===== src/rtl/pipe_hazard_ctrl_if.sv =====
// Hazard-controller bundle: pipeline-stage register tags and qualifiers in,
// enables, flushes, forwarding selects and perf counters out.
interface pipe_hazard_ctrl_if #(
  parameter int unsigned REG_ADDR_W = 5,
  parameter int unsigned CNT_W      = 16
);
  logic [REG_ADDR_W-1:0] id_rs, id_rt, ex_rs, ex_rt, ex_rd, mem_rd, wb_rd;
  logic                  id_uses_rs, id_uses_rt;
  logic                  ex_regwrite, ex_memread, mem_regwrite, mem_access;
  logic                  branch_taken, wb_regwrite;
  logic                  pc_en, if_id_en, id_ex_en, ex_mem_en, mem_wb_en;
  logic                  if_id_flush, id_ex_flush, ex_mem_flush;
  logic [1:0]            fwd_a, fwd_b;
  logic [CNT_W-1:0]      stall_cnt, flush_cnt;

  // Pipeline side: drives the stage tags, observes the controls.
  modport master (
    output id_rs, id_rt, id_uses_rs, id_uses_rt, ex_rs, ex_rt, ex_rd, ex_regwrite,
           ex_memread, mem_rd, mem_regwrite, mem_access, branch_taken, wb_rd, wb_regwrite,
    input  pc_en, if_id_en, id_ex_en, ex_mem_en, mem_wb_en, if_id_flush, id_ex_flush,
           ex_mem_flush, fwd_a, fwd_b, stall_cnt, flush_cnt
  );

  // Controller side.
  modport slave (
    input  id_rs, id_rt, id_uses_rs, id_uses_rt, ex_rs, ex_rt, ex_rd, ex_regwrite,
           ex_memread, mem_rd, mem_regwrite, mem_access, branch_taken, wb_rd, wb_regwrite,
    output pc_en, if_id_en, id_ex_en, ex_mem_en, mem_wb_en, if_id_flush, id_ex_flush,
           ex_mem_flush, fwd_a, fwd_b, stall_cnt, flush_cnt
  );
endinterface


===== src/rtl/pipe_hazard_ctrl.sv =====
// Hazard controller for a 5-stage IF/ID/EX/MEM/WB pipeline: DMem wait freeze,
// branch-in-MEM flush, load-use bubble, EX forwarding and saturating perf counters.
module pipe_hazard_ctrl #(
  parameter int unsigned REG_ADDR_W = 5,
  parameter int unsigned MEM_LAT    = 1,
  parameter int unsigned CNT_W      = 16
) (
  input logic               CLK,
  input logic               RST,
  pipe_hazard_ctrl_if.slave bus
);

  localparam int unsigned     WcntW    = (MEM_LAT > 1) ? $clog2(MEM_LAT) : 1;
  localparam bit              HasWait  = (MEM_LAT >= 2);
  // First MWAIT cycle already counts as stall #2, hence MEM_LAT-2.
  localparam logic [WcntW-1:0] WcntInit = WcntW'((MEM_LAT >= 2) ? (MEM_LAT - 2) : 0);

  typedef enum logic [0:0] {StRun, StMwait} stateT;

  stateT            state;
  logic [WcntW-1:0] wcnt;
  logic [CNT_W-1:0] stallCnt, flushCnt;
  logic             freeze, branchFlush, loadUse, pcEn;

  function automatic logic [1:0] fwdSel(input logic [REG_ADDR_W-1:0] src,
                                        input logic [REG_ADDR_W-1:0] memRd,
                                        input logic                  memWr,
                                        input logic [REG_ADDR_W-1:0] wbRd,
                                        input logic                  wbWr);
    if (memWr && (memRd != '0) && (memRd == src))   return 2'b01;
    else if (wbWr && (wbRd != '0) && (wbRd == src)) return 2'b10;
    else                                            return 2'b00;
  endfunction

  // Hazard classification and pipeline-register control, highest priority first.
  always_comb begin
    if (state == StMwait) freeze = (wcnt != '0);
    else                  freeze = HasWait && bus.mem_access;

    // Release cycle (MWAIT, wcnt==0) falls through as RUN without mem_access retrigger.
    branchFlush = !freeze && bus.branch_taken;
    loadUse     = !freeze && !branchFlush && bus.ex_memread && bus.ex_regwrite &&
                  (bus.ex_rd != '0) &&
                  ((bus.id_uses_rs && (bus.id_rs == bus.ex_rd)) ||
                   (bus.id_uses_rt && (bus.id_rt == bus.ex_rd)));

    pcEn             = 1'b1;
    bus.if_id_en     = 1'b1;
    bus.id_ex_en     = 1'b1;
    bus.ex_mem_en    = 1'b1;
    bus.mem_wb_en    = 1'b1;
    bus.if_id_flush  = 1'b0;
    bus.id_ex_flush  = 1'b0;
    bus.ex_mem_flush = 1'b0;
    bus.fwd_a        = fwdSel(bus.ex_rs, bus.mem_rd, bus.mem_regwrite, bus.wb_rd,
                              bus.wb_regwrite);
    bus.fwd_b        = fwdSel(bus.ex_rt, bus.mem_rd, bus.mem_regwrite, bus.wb_rd,
                              bus.wb_regwrite);

    if (freeze) begin
      pcEn          = 1'b0;
      bus.if_id_en  = 1'b0;
      bus.id_ex_en  = 1'b0;
      bus.ex_mem_en = 1'b0;
      bus.mem_wb_en = 1'b0;
    end else if (branchFlush) begin
      bus.if_id_flush  = 1'b1;
      bus.id_ex_flush  = 1'b1;
      bus.ex_mem_flush = 1'b1;
    end else if (loadUse) begin
      pcEn            = 1'b0;
      bus.if_id_en    = 1'b0;
      bus.id_ex_flush = 1'b1;
    end

    if (RST) begin
      pcEn             = 1'b0;
      bus.if_id_en     = 1'b0;
      bus.id_ex_en     = 1'b0;
      bus.ex_mem_en    = 1'b0;
      bus.mem_wb_en    = 1'b0;
      bus.if_id_flush  = 1'b1;
      bus.id_ex_flush  = 1'b1;
      bus.ex_mem_flush = 1'b1;
      bus.fwd_a        = 2'b00;
      bus.fwd_b        = 2'b00;
    end

    bus.pc_en = pcEn;
  end

  // Wait-state FSM and saturating stall/flush counters.
  always_ff @(posedge CLK) begin
    if (RST) begin
      state    <= StRun;
      wcnt     <= '0;
      stallCnt <= '0;
      flushCnt <= '0;
    end else begin
      unique case (state)
        StRun: begin
          if (HasWait && bus.mem_access) begin
            state <= StMwait;
            wcnt  <= WcntInit;
          end
        end
        StMwait: begin
          if (wcnt != '0) wcnt  <= wcnt - WcntW'(1);
          else            state <= StRun;
        end
        default: state <= StRun;
      endcase
      if (!pcEn && (stallCnt != '1))       stallCnt <= stallCnt + CNT_W'(1);
      if (branchFlush && (flushCnt != '1)) flushCnt <= flushCnt + CNT_W'(1);
    end
  end

  assign bus.stall_cnt = stallCnt;
  assign bus.flush_cnt = flushCnt;

endmodule


===== src/flat_wrapper.sv =====
// flat-port wrapper written by rule: the top's interface ports become plain ports
module pipe_hazard_ctrl_flat 
#(
  parameter int unsigned REG_ADDR_W = 5,
  parameter int unsigned MEM_LAT    = 1,
  parameter int unsigned CNT_W      = 16
)
  (CLK, RST, bus_id_rs, bus_id_rt, bus_id_uses_rs, bus_id_uses_rt, bus_ex_rs, bus_ex_rt, bus_ex_rd, bus_ex_regwrite, bus_ex_memread, bus_mem_rd, bus_mem_regwrite, bus_mem_access, bus_branch_taken, bus_wb_rd, bus_wb_regwrite, bus_pc_en, bus_if_id_en, bus_id_ex_en, bus_ex_mem_en, bus_mem_wb_en, bus_if_id_flush, bus_id_ex_flush, bus_ex_mem_flush, bus_fwd_a, bus_fwd_b, bus_stall_cnt, bus_flush_cnt);
  pipe_hazard_ctrl_if #(.REG_ADDR_W(REG_ADDR_W), .CNT_W(CNT_W)) bus_i ();
  input logic CLK;
  input logic RST;
  input wire logic [$bits(bus_i.id_rs)-1:0] bus_id_rs;
  input wire logic [$bits(bus_i.id_rt)-1:0] bus_id_rt;
  input wire logic [$bits(bus_i.id_uses_rs)-1:0] bus_id_uses_rs;
  input wire logic [$bits(bus_i.id_uses_rt)-1:0] bus_id_uses_rt;
  input wire logic [$bits(bus_i.ex_rs)-1:0] bus_ex_rs;
  input wire logic [$bits(bus_i.ex_rt)-1:0] bus_ex_rt;
  input wire logic [$bits(bus_i.ex_rd)-1:0] bus_ex_rd;
  input wire logic [$bits(bus_i.ex_regwrite)-1:0] bus_ex_regwrite;
  input wire logic [$bits(bus_i.ex_memread)-1:0] bus_ex_memread;
  input wire logic [$bits(bus_i.mem_rd)-1:0] bus_mem_rd;
  input wire logic [$bits(bus_i.mem_regwrite)-1:0] bus_mem_regwrite;
  input wire logic [$bits(bus_i.mem_access)-1:0] bus_mem_access;
  input wire logic [$bits(bus_i.branch_taken)-1:0] bus_branch_taken;
  input wire logic [$bits(bus_i.wb_rd)-1:0] bus_wb_rd;
  input wire logic [$bits(bus_i.wb_regwrite)-1:0] bus_wb_regwrite;
  output wire logic [$bits(bus_i.pc_en)-1:0] bus_pc_en;
  output wire logic [$bits(bus_i.if_id_en)-1:0] bus_if_id_en;
  output wire logic [$bits(bus_i.id_ex_en)-1:0] bus_id_ex_en;
  output wire logic [$bits(bus_i.ex_mem_en)-1:0] bus_ex_mem_en;
  output wire logic [$bits(bus_i.mem_wb_en)-1:0] bus_mem_wb_en;
  output wire logic [$bits(bus_i.if_id_flush)-1:0] bus_if_id_flush;
  output wire logic [$bits(bus_i.id_ex_flush)-1:0] bus_id_ex_flush;
  output wire logic [$bits(bus_i.ex_mem_flush)-1:0] bus_ex_mem_flush;
  output wire logic [$bits(bus_i.fwd_a)-1:0] bus_fwd_a;
  output wire logic [$bits(bus_i.fwd_b)-1:0] bus_fwd_b;
  output wire logic [$bits(bus_i.stall_cnt)-1:0] bus_stall_cnt;
  output wire logic [$bits(bus_i.flush_cnt)-1:0] bus_flush_cnt;
  assign bus_i.id_rs = bus_id_rs;
  assign bus_i.id_rt = bus_id_rt;
  assign bus_i.id_uses_rs = bus_id_uses_rs;
  assign bus_i.id_uses_rt = bus_id_uses_rt;
  assign bus_i.ex_rs = bus_ex_rs;
  assign bus_i.ex_rt = bus_ex_rt;
  assign bus_i.ex_rd = bus_ex_rd;
  assign bus_i.ex_regwrite = bus_ex_regwrite;
  assign bus_i.ex_memread = bus_ex_memread;
  assign bus_i.mem_rd = bus_mem_rd;
  assign bus_i.mem_regwrite = bus_mem_regwrite;
  assign bus_i.mem_access = bus_mem_access;
  assign bus_i.branch_taken = bus_branch_taken;
  assign bus_i.wb_rd = bus_wb_rd;
  assign bus_i.wb_regwrite = bus_wb_regwrite;
  assign bus_pc_en = bus_i.pc_en;
  assign bus_if_id_en = bus_i.if_id_en;
  assign bus_id_ex_en = bus_i.id_ex_en;
  assign bus_ex_mem_en = bus_i.ex_mem_en;
  assign bus_mem_wb_en = bus_i.mem_wb_en;
  assign bus_if_id_flush = bus_i.if_id_flush;
  assign bus_id_ex_flush = bus_i.id_ex_flush;
  assign bus_ex_mem_flush = bus_i.ex_mem_flush;
  assign bus_fwd_a = bus_i.fwd_a;
  assign bus_fwd_b = bus_i.fwd_b;
  assign bus_stall_cnt = bus_i.stall_cnt;
  assign bus_flush_cnt = bus_i.flush_cnt;
  pipe_hazard_ctrl #(.REG_ADDR_W(REG_ADDR_W), .MEM_LAT(MEM_LAT), .CNT_W(CNT_W)) u_core (.CLK(CLK), .RST(RST), .bus(bus_i));
endmodule

===== config.mk =====
export PLATFORM = sky130hd
export DESIGN_NAME = pipe_hazard_ctrl_flat
export DESIGN_NICKNAME = d
export VERILOG_FILES = /design/src/rtl/pipe_hazard_ctrl_if.sv /design/src/rtl/pipe_hazard_ctrl.sv /design/src/flat_wrapper.sv
export SDC_FILE = /design/constraint.sdc
export NUM_CORES = 1
export LEC_CHECK = 0
export ABC_AREA = 0
export CORE_MARGIN = 2
export CORE_UTILIZATION = 45
export DETAILED_ROUTE_END_ITERATION = 7
export DONT_BUFFER_PORTS = 1
export MAX_ROUTING_LAYER = met4
export PLACE_DENSITY_LB_ADDON = 0.1
export SLEW_MARGIN = 20
export SYNTH_ARGS = -nofsm -noshare
export SYNTH_HDL_FRONTEND = slang
export SYNTH_SLANG_ARGS = --single-unit
export TNS_END_PERCENT = 100

===== constraint.sdc =====
create_clock -name CLK -period 5.4 [get_ports CLK]
set_input_delay 0.81 -clock CLK [delete_from_list [all_inputs] [get_ports CLK]]
set_output_delay 0.81 -clock CLK [all_outputs]
set_load 0.005 [all_outputs]

==> flow_summary_export.csv <==
group,metric,value,unit
die,die_y,73.9,microns
die,die-area,5470,sq um
global_route,grt_pass1_vias,1798,
sta,worst_pin_slew,0.908,ns
logic_synthesis,avgSynthCellArea,8.53,sq um
sta,finalSetupViolCount,0,
hold_path,hp-class,"reg2reg",
worst_setup_path,crit_required,4.59,ns
worst_setup_path,crit_path_end_kind,"primary output",
clock_tree,clkTransAtPathRegs,0.07,ns
layout,diodes,0,
sta,holdWs,0.544,ns
sta,min_period,2.99,ns
clock_tree,cts_tree,"yes",
logic_synthesis,synth_fa_ha_area_frac,0.0114,
pwr,p_int,0.395,mW
logic_synthesis,synth_cells,258,
routing,drtAntennaViolNets,0,
logic_synthesis,synthSimpleGateAreaFrac,0.321,
layout,drive_gt1_frac,0.103,
layout,design_area,2300,sq um
clock_tree,cts.sinks,32,
routing,drcViolationCount,0,
die,initial_core_util,0.466,
logic_synthesis,synthDistinctLibCells,50,
die,pin_count,89,
logic_synthesis,yosysSeqAreaShare,0.291,
global_route,grt_max_degree,36,
layout,instances_no_fill,319,
global_route,grt_pass1_wl,7950,microns
placed_design,dp.cells,311,
pwr,pwr-share-seq,0.474,
pwr,p_switching,0.113,mW
logic_synthesis,yosysTopAreaCell,"dfxtp_1",
pwr,leakage,0.734,nW
die,fp-row-count,25,
logic_synthesis,synth_xor_xnor_area_share,0.159,
routing,firstDrtPassIters,4,
placed_design,place_ws,2.40,ns
sta,hold_violations,0,
clock_tree,insertion_delay,0.28,ns
sta,relSlewSlack,0.395,
run,cap_violations,0,
logic_synthesis,synth_edf_count,0,
pwr,powerDensity,221,nW/um^2
die,die_w,73.9,microns
sta,rsz0062_at_grt,"no",
pwr,p_sw_frac,0.223,
logic_synthesis,syn_nets,305,
clock_tree,ctsHoldBuffers,0,
worst_setup_path,cp_data_arrival_time,2.18,ns
logic_synthesis,synth_mux_area_frac,0.0443,
layout,final.fill_count,504,
logic_synthesis,synth_seq_cells,32,
global_route,grtUsageTotal,0.190,
clock_tree,htreeDepth,2,
placed_design,place.gp.congestion,0.764,
clock_tree,root_buffer,"clkbuf_8",
status,outcome,"completed",
clock_tree,cts_setup_buffers,0,
logic_synthesis,synth_top_family_by_area,"simple AND/OR/NAND/NOR gates",
routing,drt_iter0_drc,99,
worst_setup_path,crit_path_start_kind,"primary input",
layout,area_growth,4.43,%
routing,viasPerCell,5.83,
logic_synthesis,synth-async-reset-ratio,0,
die,coreArea,4720,sq um
pwr,comb_power_share,0.079,
sta,slew_viol_final,0,
sta,period_share,0.553,
logic_synthesis,synth_ff_type,"dfxtp_1",
layout,nets,298,
global_route,antenna_found_initial,0,
logic_synthesis,syn-cell-area,2200,sq um
sta,finClkSkew,0.00503,ns
pwr,p_clk_frac,0.447,
placed_design,post-dp-hpwl,3660,microns
placed_design,io_buffers,0,
sta,setup-tns-final,0,ns
clock_tree,cts_resized,0,
logic_synthesis,synth_compound_area_frac,0.122,
routing,totalWireLength,4840,microns
sta,setup_ws,2.41,ns
logic_synthesis,synth_top_area_frac,0.291,
clock_tree,cts-buffers-inserted,5,
clock_tree,cts_buffer_depth,2,
logic_synthesis,yosysWarningCount,0,
sta,timing.fmax,335,MHz
worst_setup_path,crit_type,"in2out",
global_route,grt_overflow,0,
routing,via_count,1859,
pwr,ir_drop,0.119,mV
logic_synthesis,ys_top_cells_by_area,"dfxtp_1, xor2_1, xnor2_1",
worst_setup_path,path_max_fanout,4,
routing,wire_per_inst,15.2,microns
placed_design,place_area,2190,sq um
## registers in the layout, summed over array words and instances (netlist names)
register and count:
u_core.bus.flush_cnt 16, u_core.bus.stall_cnt 16
## power groups by stage
stage | clock [mW] | sequential (mW) | combinational, mW
5_1_grt | 0.246 | 0.241 | 0.0458
4_1_cts | 0.235 | 0.241 | 0.0408
3_3_place_gp | 0 | 0.246 | 0.0396
6_report | 0.227 | 0.241 | 0.0402
3_5_place_dp | 0 | 0.246 | 0.0406
2_1_floorplan | 0 | 0.245 | 0.0432
## synthesized netlist by cell type (2+ instances only)
cell type,instances
and4_1,3
xor2_1,26
mux2i_1,3
o21ai_0,5
o2111ai_1,2
or4_1,8
nor4_2,4
nand2_1,13
nor2_1,20
dfxtp_1,32
or3_1,3
mux2_1,2
nand3_1,13
buf_4,5
and3_1,7
nor2b_1,6
o31ai_1,4
or2_2,3
mux2_4,3
nor3_1,11
buf_2,2
o211ai_1,3
ha_1,2
clkbuf_1,5
xnor2_1,14
and2_1,3
nor4_1,5
inv_1,2
a21oi_1,10
nand4_1,12
o21a_1,8
## area by class of cell
type,instances,area (sq um),area share
clock buffers,6,72.6,0.0316
clock inverters,2,35.0,0.0152
inverters,3,11.3,0.00490
multi-input cells,208,1450,0.630
flip-flops and latches,32,641,0.279
well taps,67,83.8,0.0365
repair buffers,1,7.51,0.00327
## cells by family (layout without fill, tap and decap cells)
| group | after synthesis | in the layout |
|---|---|---|
| adders and majority gates | 2 | 2 |
| xor gates and xnor gates | 40 | 40 |
| DFF | 32 | 32 |
| AOI/OAI and AO/OA | 38 | 38 |
| and+or+nand+nor | 120 | 120 |
| muxes | 8 | 8 |
| buffers and inverters | 18 | 12 |
## per-stage QoR
step           total power, mW  utilization
6_report                 0.508        0.487
5_1_grt                  0.533        0.487
4_1_cts                  0.516        0.487
3_5_place_dp             0.287        0.464
3_3_place_gp             0.286        0.464
2_1_floorplan            0.288            -
## worst paths after layout
path,slack [ns],to,startpoint,cells after the start
worst max-delay path,2.41,bus_fwd_a[1],bus_mem_rd[0],4
worst min-delay path,0.54,u_core.bus.stall_cnt[1]$_SDFFE_PP0P_,u_core.bus.stall_cnt[1]$_SDFFE_PP0P_,2
worst min register to register,0.54,u_core.bus.stall_cnt[1]$_SDFFE_PP0P_,u_core.bus.stall_cnt[1]$_SDFFE_PP0P_,2
worst max register to register,3.19,u_core.bus.stall_cnt[5]$_SDFFE_PP0P_,u_core.bus.stall_cnt[0]$_SDFFE_PP0P_,6
## layer usage
metal | share of wire | global-route usage | vias up
met2 | 0.48 | 0.309 | 66
met3 | 0.076 | 0.0515 | 4
li1 | - | - | 924
met5 | 0 | - | -
met4 | 0.0079 | 0.0444 | 0
met1 | 0.44 | 0.234 | 865
## critical path, stage by stage
cell and delay [ns]:
or4_1 0.52, o21ai_0 0.36, nor3_1 0.12, nor4_1 0.37
## cell usage in the layout (no fill, tap or decap), drive strengths merged, types with 2 or more instances in the layout
| master | instances |
|---|---|
| xor2 | 26 |
| nor2b | 6 |
| nor2 | 21 |
| o2111ai | 2 |
| o21a | 8 |
| nand4 | 12 |
| nor4 | 9 |
| and4 | 3 |
| mux2 | 5 |
| nor3 | 11 |
| o31ai | 4 |
| or2 | 4 |
| and2 | 3 |
| inv | 3 |
| nand2 | 14 |
| a21oi | 10 |
| xnor2 | 14 |
| o211ai | 3 |
| o21ai | 6 |
| clkbuf | 6 |
| mux2i | 3 |
| or4 | 8 |
| and3 | 7 |
| ha | 2 |
| nand3 | 14 |
| or3 | 3 |
| dfxtp | 32 |
Power figures use the tool's default switching activity.
